File: config.mk
export PLATFORM = sky130hd
export DESIGN_NAME = fwd_hazard_unit
export DESIGN_NICKNAME = d
export VERILOG_FILES = /design/src/rtl/fwd_hazard_unit.sv
export SDC_FILE = /design/constraint.sdc
export NUM_CORES = 1
export LEC_CHECK = 0
export CAP_MARGIN = 10
export CORE_MARGIN = 2
export CORE_UTILIZATION = 35
export CTS_CLUSTER_DIAMETER = 80
export CTS_CLUSTER_SIZE = 12
export DETAILED_ROUTE_END_ITERATION = 7
export GPL_TIMING_DRIVEN = 0
export PLACE_DENSITY = 0.71
export SYNTH_ARGS = -nofsm -noshare
export SYNTH_HDL_FRONTEND = slang
export SYNTH_SLANG_ARGS = --single-unit
File: constraint.sdc
create_clock -name clk_i -period 4.4 [get_ports clk_i]
set_clock_uncertainty 0.15 [all_clocks]
set_input_delay 1.1 -clock clk_i [delete_from_list [all_inputs] [get_ports clk_i]]
set_output_delay 1.1 -clock clk_i [all_outputs]
set_load 0.01 [all_outputs]
File: src/rtl/fwd_hazard_unit.sv
// Forwarding-select and load-use hazard unit. It shadows in-flight destination tags
// and, for each source operand, picks the youngest producer stage or the register file.
module fwd_hazard_unit #(
    parameter int NUM_SRC          = 2,
    parameter int FWD_STAGES       = 2,
    parameter int LOAD_READY_STAGE = 2,
    parameter int REG_ADDR_W       = 5,
    localparam int SEL_W           = $clog2(FWD_STAGES + 1)
) (
    input  logic                          clk_i,
    input  logic                          rst_ni,
    input  logic                          issue_valid_i,
    input  logic [NUM_SRC*REG_ADDR_W-1:0] issue_rs_i,
    input  logic [NUM_SRC-1:0]            issue_rs_used_i,
    input  logic [REG_ADDR_W-1:0]         issue_rd_i,
    input  logic                          issue_rd_we_i,
    input  logic                          issue_is_load_i,
    input  logic                          hold_i,
    input  logic                          flush_i,
    output logic [NUM_SRC*SEL_W-1:0]      fwd_sel_o,
    output logic                          stall_o,
    output logic                          issue_fire_o,
    output logic [15:0]                   stall_count_o
);

    logic [FWD_STAGES:1]                 st_vld;
    logic [FWD_STAGES:1]                 st_ld;
    logic [FWD_STAGES:1][REG_ADDR_W-1:0] st_rd;
    logic [NUM_SRC-1:0]                  src_haz;

    for (genvar n = 0; n < NUM_SRC; n++) begin : g_src
        logic [REG_ADDR_W-1:0] rs;
        logic [SEL_W-1:0]      sel;
        logic                  haz;

        assign rs = issue_rs_i[n*REG_ADDR_W +: REG_ADDR_W];

        // Scan oldest to youngest so the youngest match overwrites older ones.
        always_comb begin
            sel = '0;
            haz = 1'b0;
            for (int k = FWD_STAGES; k >= 1; k--) begin
                if (st_vld[k] && st_rd[k] == rs && issue_rs_used_i[n] && rs != '0) begin
                    sel = SEL_W'(k);
                    haz = st_ld[k] && (k < LOAD_READY_STAGE);
                end
            end
        end

        assign fwd_sel_o[n*SEL_W +: SEL_W] = sel;
        assign src_haz[n]                  = haz;
    end

    assign stall_o      = issue_valid_i & (|src_haz);
    assign issue_fire_o = issue_valid_i & ~stall_o & ~hold_i & ~flush_i;

    always_ff @(posedge clk_i or negedge rst_ni) begin
        if (!rst_ni) begin
            st_vld        <= '0;
            st_ld         <= '0;
            st_rd         <= '0;
            stall_count_o <= '0;
        end else begin
            if (hold_i) begin
                // Frozen pipeline still honours a flush of the youngest entry.
                if (flush_i) st_vld[1] <= 1'b0;
            end else begin
                for (int k = FWD_STAGES; k >= 2; k--) begin
                    st_vld[k] <= st_vld[k-1];
                    st_ld[k]  <= st_ld[k-1];
                    st_rd[k]  <= st_rd[k-1];
                end
                st_vld[1] <= issue_fire_o & issue_rd_we_i & (issue_rd_i != '0);
                st_ld[1]  <= issue_is_load_i;
                st_rd[1]  <= issue_rd_i;
            end
            if (stall_o && stall_count_o != 16'hFFFF)
                stall_count_o <= stall_count_o + 16'd1;
        end
    end

endmodule

Yosys cells after proc, flatten, opt, wreduce, memory -nomap -nowiden
Index checks and enable logic that the tools add are counted.
{ "totals": {"output_inout_bits": 22, "register_bits": 29, "input_bits": 24} }
{ "op_classes": {"n_bitwise": 9, "add_sub_neg": 1, "n_eq_ne": 6, "reduce_logical": 17, "n_mux": 8} }
{ "ops": {"columns": ["operator", "count"], "rows": [
  ["$eq A5 B5 Y1", 4],
  ["$add A16 B1 Y16 const B", 1],
  ["$ne A16 B16 Y1 const B", 1],
  ["$reduce_bool A5 Y1", 3],
  ["$logic_and A1 B1 Y1", 13],
  ["$mux W2", 4],
  ["$and A1 B1 Y1", 6],
  ["$mux W1", 4],
  ["$not A1 Y1", 3],
  ["$ne A2 B1 Y1 const B", 1],
  ["$reduce_or A2 Y1", 1]
]} }

Longest topological paths before layout
Gate-level depths: netlist of run 1.
{ "depth": {"depth_word": 14, "mapped_depth": 8} }

Worst setup path after synthesis of run 1
No wires, ideal clock.
{ "synth_path": {"kind": "input to output", "startpoint": "input issue_rs_i[5]", "endpoint": "output issue_fire_o", "arrival_time_ns": 2.335, "setup_slack_ns": 0.815, "stages": 6, "cell_sequence": "or4_1 -> o21ai_1 -> nor3_2 -> nor2_2 -> nor2b_1 -> nor2_1"} }
{ "synth_between": {"elab_chain_cells": 11} }
{ "synth_rtl": {"columns": ["item", "line_no", "rtl"], "rows": [
  ["start: declaration", "13", "input logic [NUM_SRC*REG_ADDR_W-1:0] issue_rs_i,"],
  ["$eq A5 B5 Y1", "43", "if (st_vld[k] && st_rd[k] == rs && issue_rs_used_i[n] && rs != '0) begin"],
  ["$logic_and A1 B1 Y1 (2 in series)", "43", null],
  ["$logic_and A1 B1 Y1 (*)", "43", null],
  ["$mux W1 (*)", "43", null],
  ["$reduce_or A2 Y1 (*)", "54", "assign stall_o = issue_valid_i & (|src_haz);"],
  ["$and A1 B1 Y1 (*)", "54", null],
  ["$not A1 Y1 (*)", "55", "assign issue_fire_o = issue_valid_i & ~stall_o & ~hold_i & ~flush_i;"],
  ["$and A1 B1 Y1 (*) (3 in series)", "55", null],
  ["end: declaration", "22", "output logic issue_fire_o,"]
]} }
Every way passes the cells marked *; elsewhere a longest branch is shown, timed or not.

Worst setup path after layout of run 1
Same ends and word-level chain as after synthesis.

==> results of run 1 <==
## kinds of logic (layout without fill, tap and decap cells)
| logic type | Yosys count | after routing |
|---|---|---|
| flops | 29 | 29 |
| compound gates | 7 | 7 |
| fa+ha+maj | 1 | 1 |
| simple gates | 52 | 52 |
| buf+inv | 6 | 60 |
| mux | 13 | 13 |
| xor+xnor | 35 | 35 |
## layout by cell type, fill, tap and decap left out, drive strengths merged
cell	netlist	final
inv	4	4
mux2	13	13
ha	1	1
nor3b	1	1
nor3	7	7
dlygate4sd2	0	2
o32ai	1	1
and4	1	1
xor2	20	20
a41o	1	1
or4	3	3
nand4	5	5
nand3	7	7
buf	1	3
o21bai	1	1
clkbuf	1	8
and3	1	1
nor2b	1	1
o311ai	1	1
o21ai	3	3
nor4	7	7
nand2	10	10
nor2	9	9
clkdlybuf4s15	0	1
dfrtp	29	29
dlymetal6s2s	0	2
clkdlybuf4s50	0	40
xnor2	15	15
## flip-flops by register name, indices dropped and copies added, names as in the netlist
signal,count
st_ld,1
stall_count_o,16
st_vld,2
st_rd,10
## where the power goes
group | switching (mW) | internal (mW)
combinational | 0.0330 | 0.0547
clock | 0.0931 | 0.124
sequential | 0.0190 | 0.281
## through the flow
step | setup WS (ns) | TNS, ns | utilization, % | hold WS, ns | area [um2]
finish | 0.1126 | 0 | 51.31 | 0.3368 | 2250
global route | 0.01507 | 0 | 51.31 | 0.3520 | 2250
CTS | 0.006953 | 0 | 51.17 | 0.3386 | 2243
detailed placement | -0.3398 | -0.5367 | 49.03 | 0.3281 | 2150
global placement | -0.3190 | -0.4665 | 48.40 | 0.3311 | 2122
floorplan | 0.8147 | 0 | - | 0.3513 | 1607
## worst paths after layout
kind / depth (start not counted) / to / startpoint
worst max-delay path: 8 / issue_fire_o / issue_rs_i[5]
min in group asynchronous: 1 / st_rd[8] / rst_ni
max in group asynchronous: 2 / stall_count_o[9] / rst_ni
worst max register to register: 7 / stall_count_o[1] / stall_count_o[0]
worst min-delay path: 1 / stall_count_o[7] / stall_count_o[7]
worst min register to register: 1 / stall_count_o[7] / stall_count_o[7]
## cell type report
| cell class | count | share of cell area, % |
|---|---|---|
| Sequential cell | 29 | 32.26 |
| Buffer | 2 | 0.8343 |
| Tap cell | 52 | 2.892 |
| Inverter | 4 | 0.6674 |
| Timing Repair Buffer | 47 | 21.69 |
| Multi-Input combinational cell | 108 | 37.82 |
| Clock buffer | 7 | 3.838 |
## synthesized netlist by cell type, types with 2 or more instances
cell type  count  share of area [%]
inv_1          4               0.93
or4_1          3                1.4
nor2_2         2               0.78
nand2_1       10                2.3
nor3_2         5                3.1
mux2_2        12                8.4
nor4_1         7                2.7
nor3_1         2               0.62
xor2_1        20                 11
nor2_1         7                1.6
nand3_1        7                2.2
dfrtp_1       29                 45
nand4_1        5                1.9
xnor2_1       15                8.2
## metal layers
layer  up-vias  track usage, %  part of all wire (%)
li1        612               -                     -
met1       587           19.82                    49
met2        29           22.33                    45
met3         6           3.938                   3.9
met4         0           7.547                   2.2
met5         -               0                     0
## timing repair
action	CTS	global route
pin swaps	2	1
gates resized for setup	4	3
setup buffers	1	0
hold endpoints to repair	0	0
setup endpoints to repair	3	2
==> impl_metrics.csv, run 1 <==
group,metric,value,unit
die,die_w,71.75,um
sta,period_needed,4.287,ns
global_routing,grt_usage,14.89,%
setup_path,startpoint_type,"primary input",
route,drc,0,
die,die-area,5148,um2
setup_path,worstPathMaxFanout,4,
setup_path,worst-path-buf-inv,2,
final_layout,multi_input_area,850.8,um2
sta,fin_crit_sh,97.44,%
run_status,status,"completed",
route,drtIter0Drc,53,
place,hpwl,2718,um
place,numPlacedInstances,241,
synthesis,yosysSeqAreaShare,45.17,%
sta,hold_viol,0,
die,core,4384,um2
synthesis,synth_compound_area_share,4.984,%
synthesis,ys_types,29,
clock_tree,ctsLongestPathBuffers,2,
global_routing,grt.overflow.total,0,
setup_path,r2r_slack,2.00,ns
setup_path,crit_type,"in2out",
final_layout,final_nets,222,
power,finalPower,604.2,uW
power,leakagePower,0.9740,nW
final_layout,n_antenna_cell,0,
synthesis,syn_avg_cell_area,11.23,um2
clock_tree,tritoncts,"built",
route,drt-total-wl,3450,um
synthesis,synth_top_family_by_area,"XOR/XNOR gates",
clock_tree,cts_root_buf,"clkbuf_8",
synthesis,synth_enable_flop_cells,0,
die,initial_core_util,36.64,%
synthesis,yosys_warnings,0,
setup_path,cp-end-kind,"primary output",
route,vias,1234,
power,p_per_area,268.6,nW/um2
final_layout,syn2layout_area_growth,40.03,%
setup_path,cp_data_arrival_time,3.04,ns
setup_path,crit_required,3.15,ns
setup_path,worst_path_largest_cell_delay,0.55,ns
route,vias_per_cell,4.956,
place,io_buffers,45,
route,first_pass_iters,4,
final_layout,nFillCells,401,
final_layout,final-seq-area,725.7,um2
synthesis,syn_nets,168,
sta,finalSetupViolations,0,
clock_tree,htreeDepth,2,
worst_hold_path,hp-class,"reg2reg",
synthesis,synthAdderAreaFrac,0.7788,%
final_layout,finalNonFillerCells,249,
synthesis,yosys.area_share.simple,18.54,%
clock_tree,worstSkewPairLatency,0.28,ns
synthesis,synth_xor_area_share,19.08,%
global_routing,antenna_found_initial,0,
setup_path,cp_cell_sequence,"clkdlybuf4s50_1, or4_1, o21ai_2, nor3_2, nor2_2, nor2b_1, nor2_1, clkdlybuf4s15_1",
synthesis,yosys-mux-area-fraction,9.346,%
setup_path,slowest_stage,"or4_1",
die,num_rows,24,
sta,grt_setup_unrepaired,"false",
clock_tree,clk_pin_slew,0.06,ns
sta,fmax,0.2332,GHz
global_routing,grt_pass1_vias,1224,
setup_path,cp_top_family,"simple AND/OR/NAND/NOR gates",
die,die_h,71.75,um
sta,slew_viol_final,0,
global_routing,grt_first_pass_wirelength,5796,um
clock_tree,cts_buffers,5,
route,wl_per_cell,13.86,um
sta,max_slew_margin,54.26,%
die,io_pins,46,
synthesis,ys_ff_latch,29,
place,routabilityCongestion,0.7569,
global_routing,grt_max_degree,18,
synthesis,synthFlopType,"dfrtp_1",
clock_tree,cts_sinks,29,
route,ant_nets,0,
synthesis,synthArstFlopShare,100.0,%
clock_tree,ctsHoldBuffers,0,
power,peakVddDrop,0.1235,mV
synthesis,syn_area,1607,um2
synthesis,synth_cells,143,
run,timing.max_cap.violations,0,
sta,tightest_slew,0.6839,ns
final_layout,drive_above_1_share,17.26,%
No activity file was read; power rests on OpenSTA's default activity.
==> run 2, diff against run 1 <==
--- a/config.mk
+++ b/config.mk
@@ -11,6 +11,7 @@
 export CTS_CLUSTER_DIAMETER = 80
 export CTS_CLUSTER_SIZE = 12
 export DETAILED_ROUTE_END_ITERATION = 7
+export GPL_ROUTABILITY_DRIVEN = 0
 export GPL_TIMING_DRIVEN = 0
 export PLACE_DENSITY = 0.71
 export SYNTH_ARGS = -nofsm -noshare
==> results of run 2 <==
The final DEF is identical to that of run 1; final timing and power are the same.
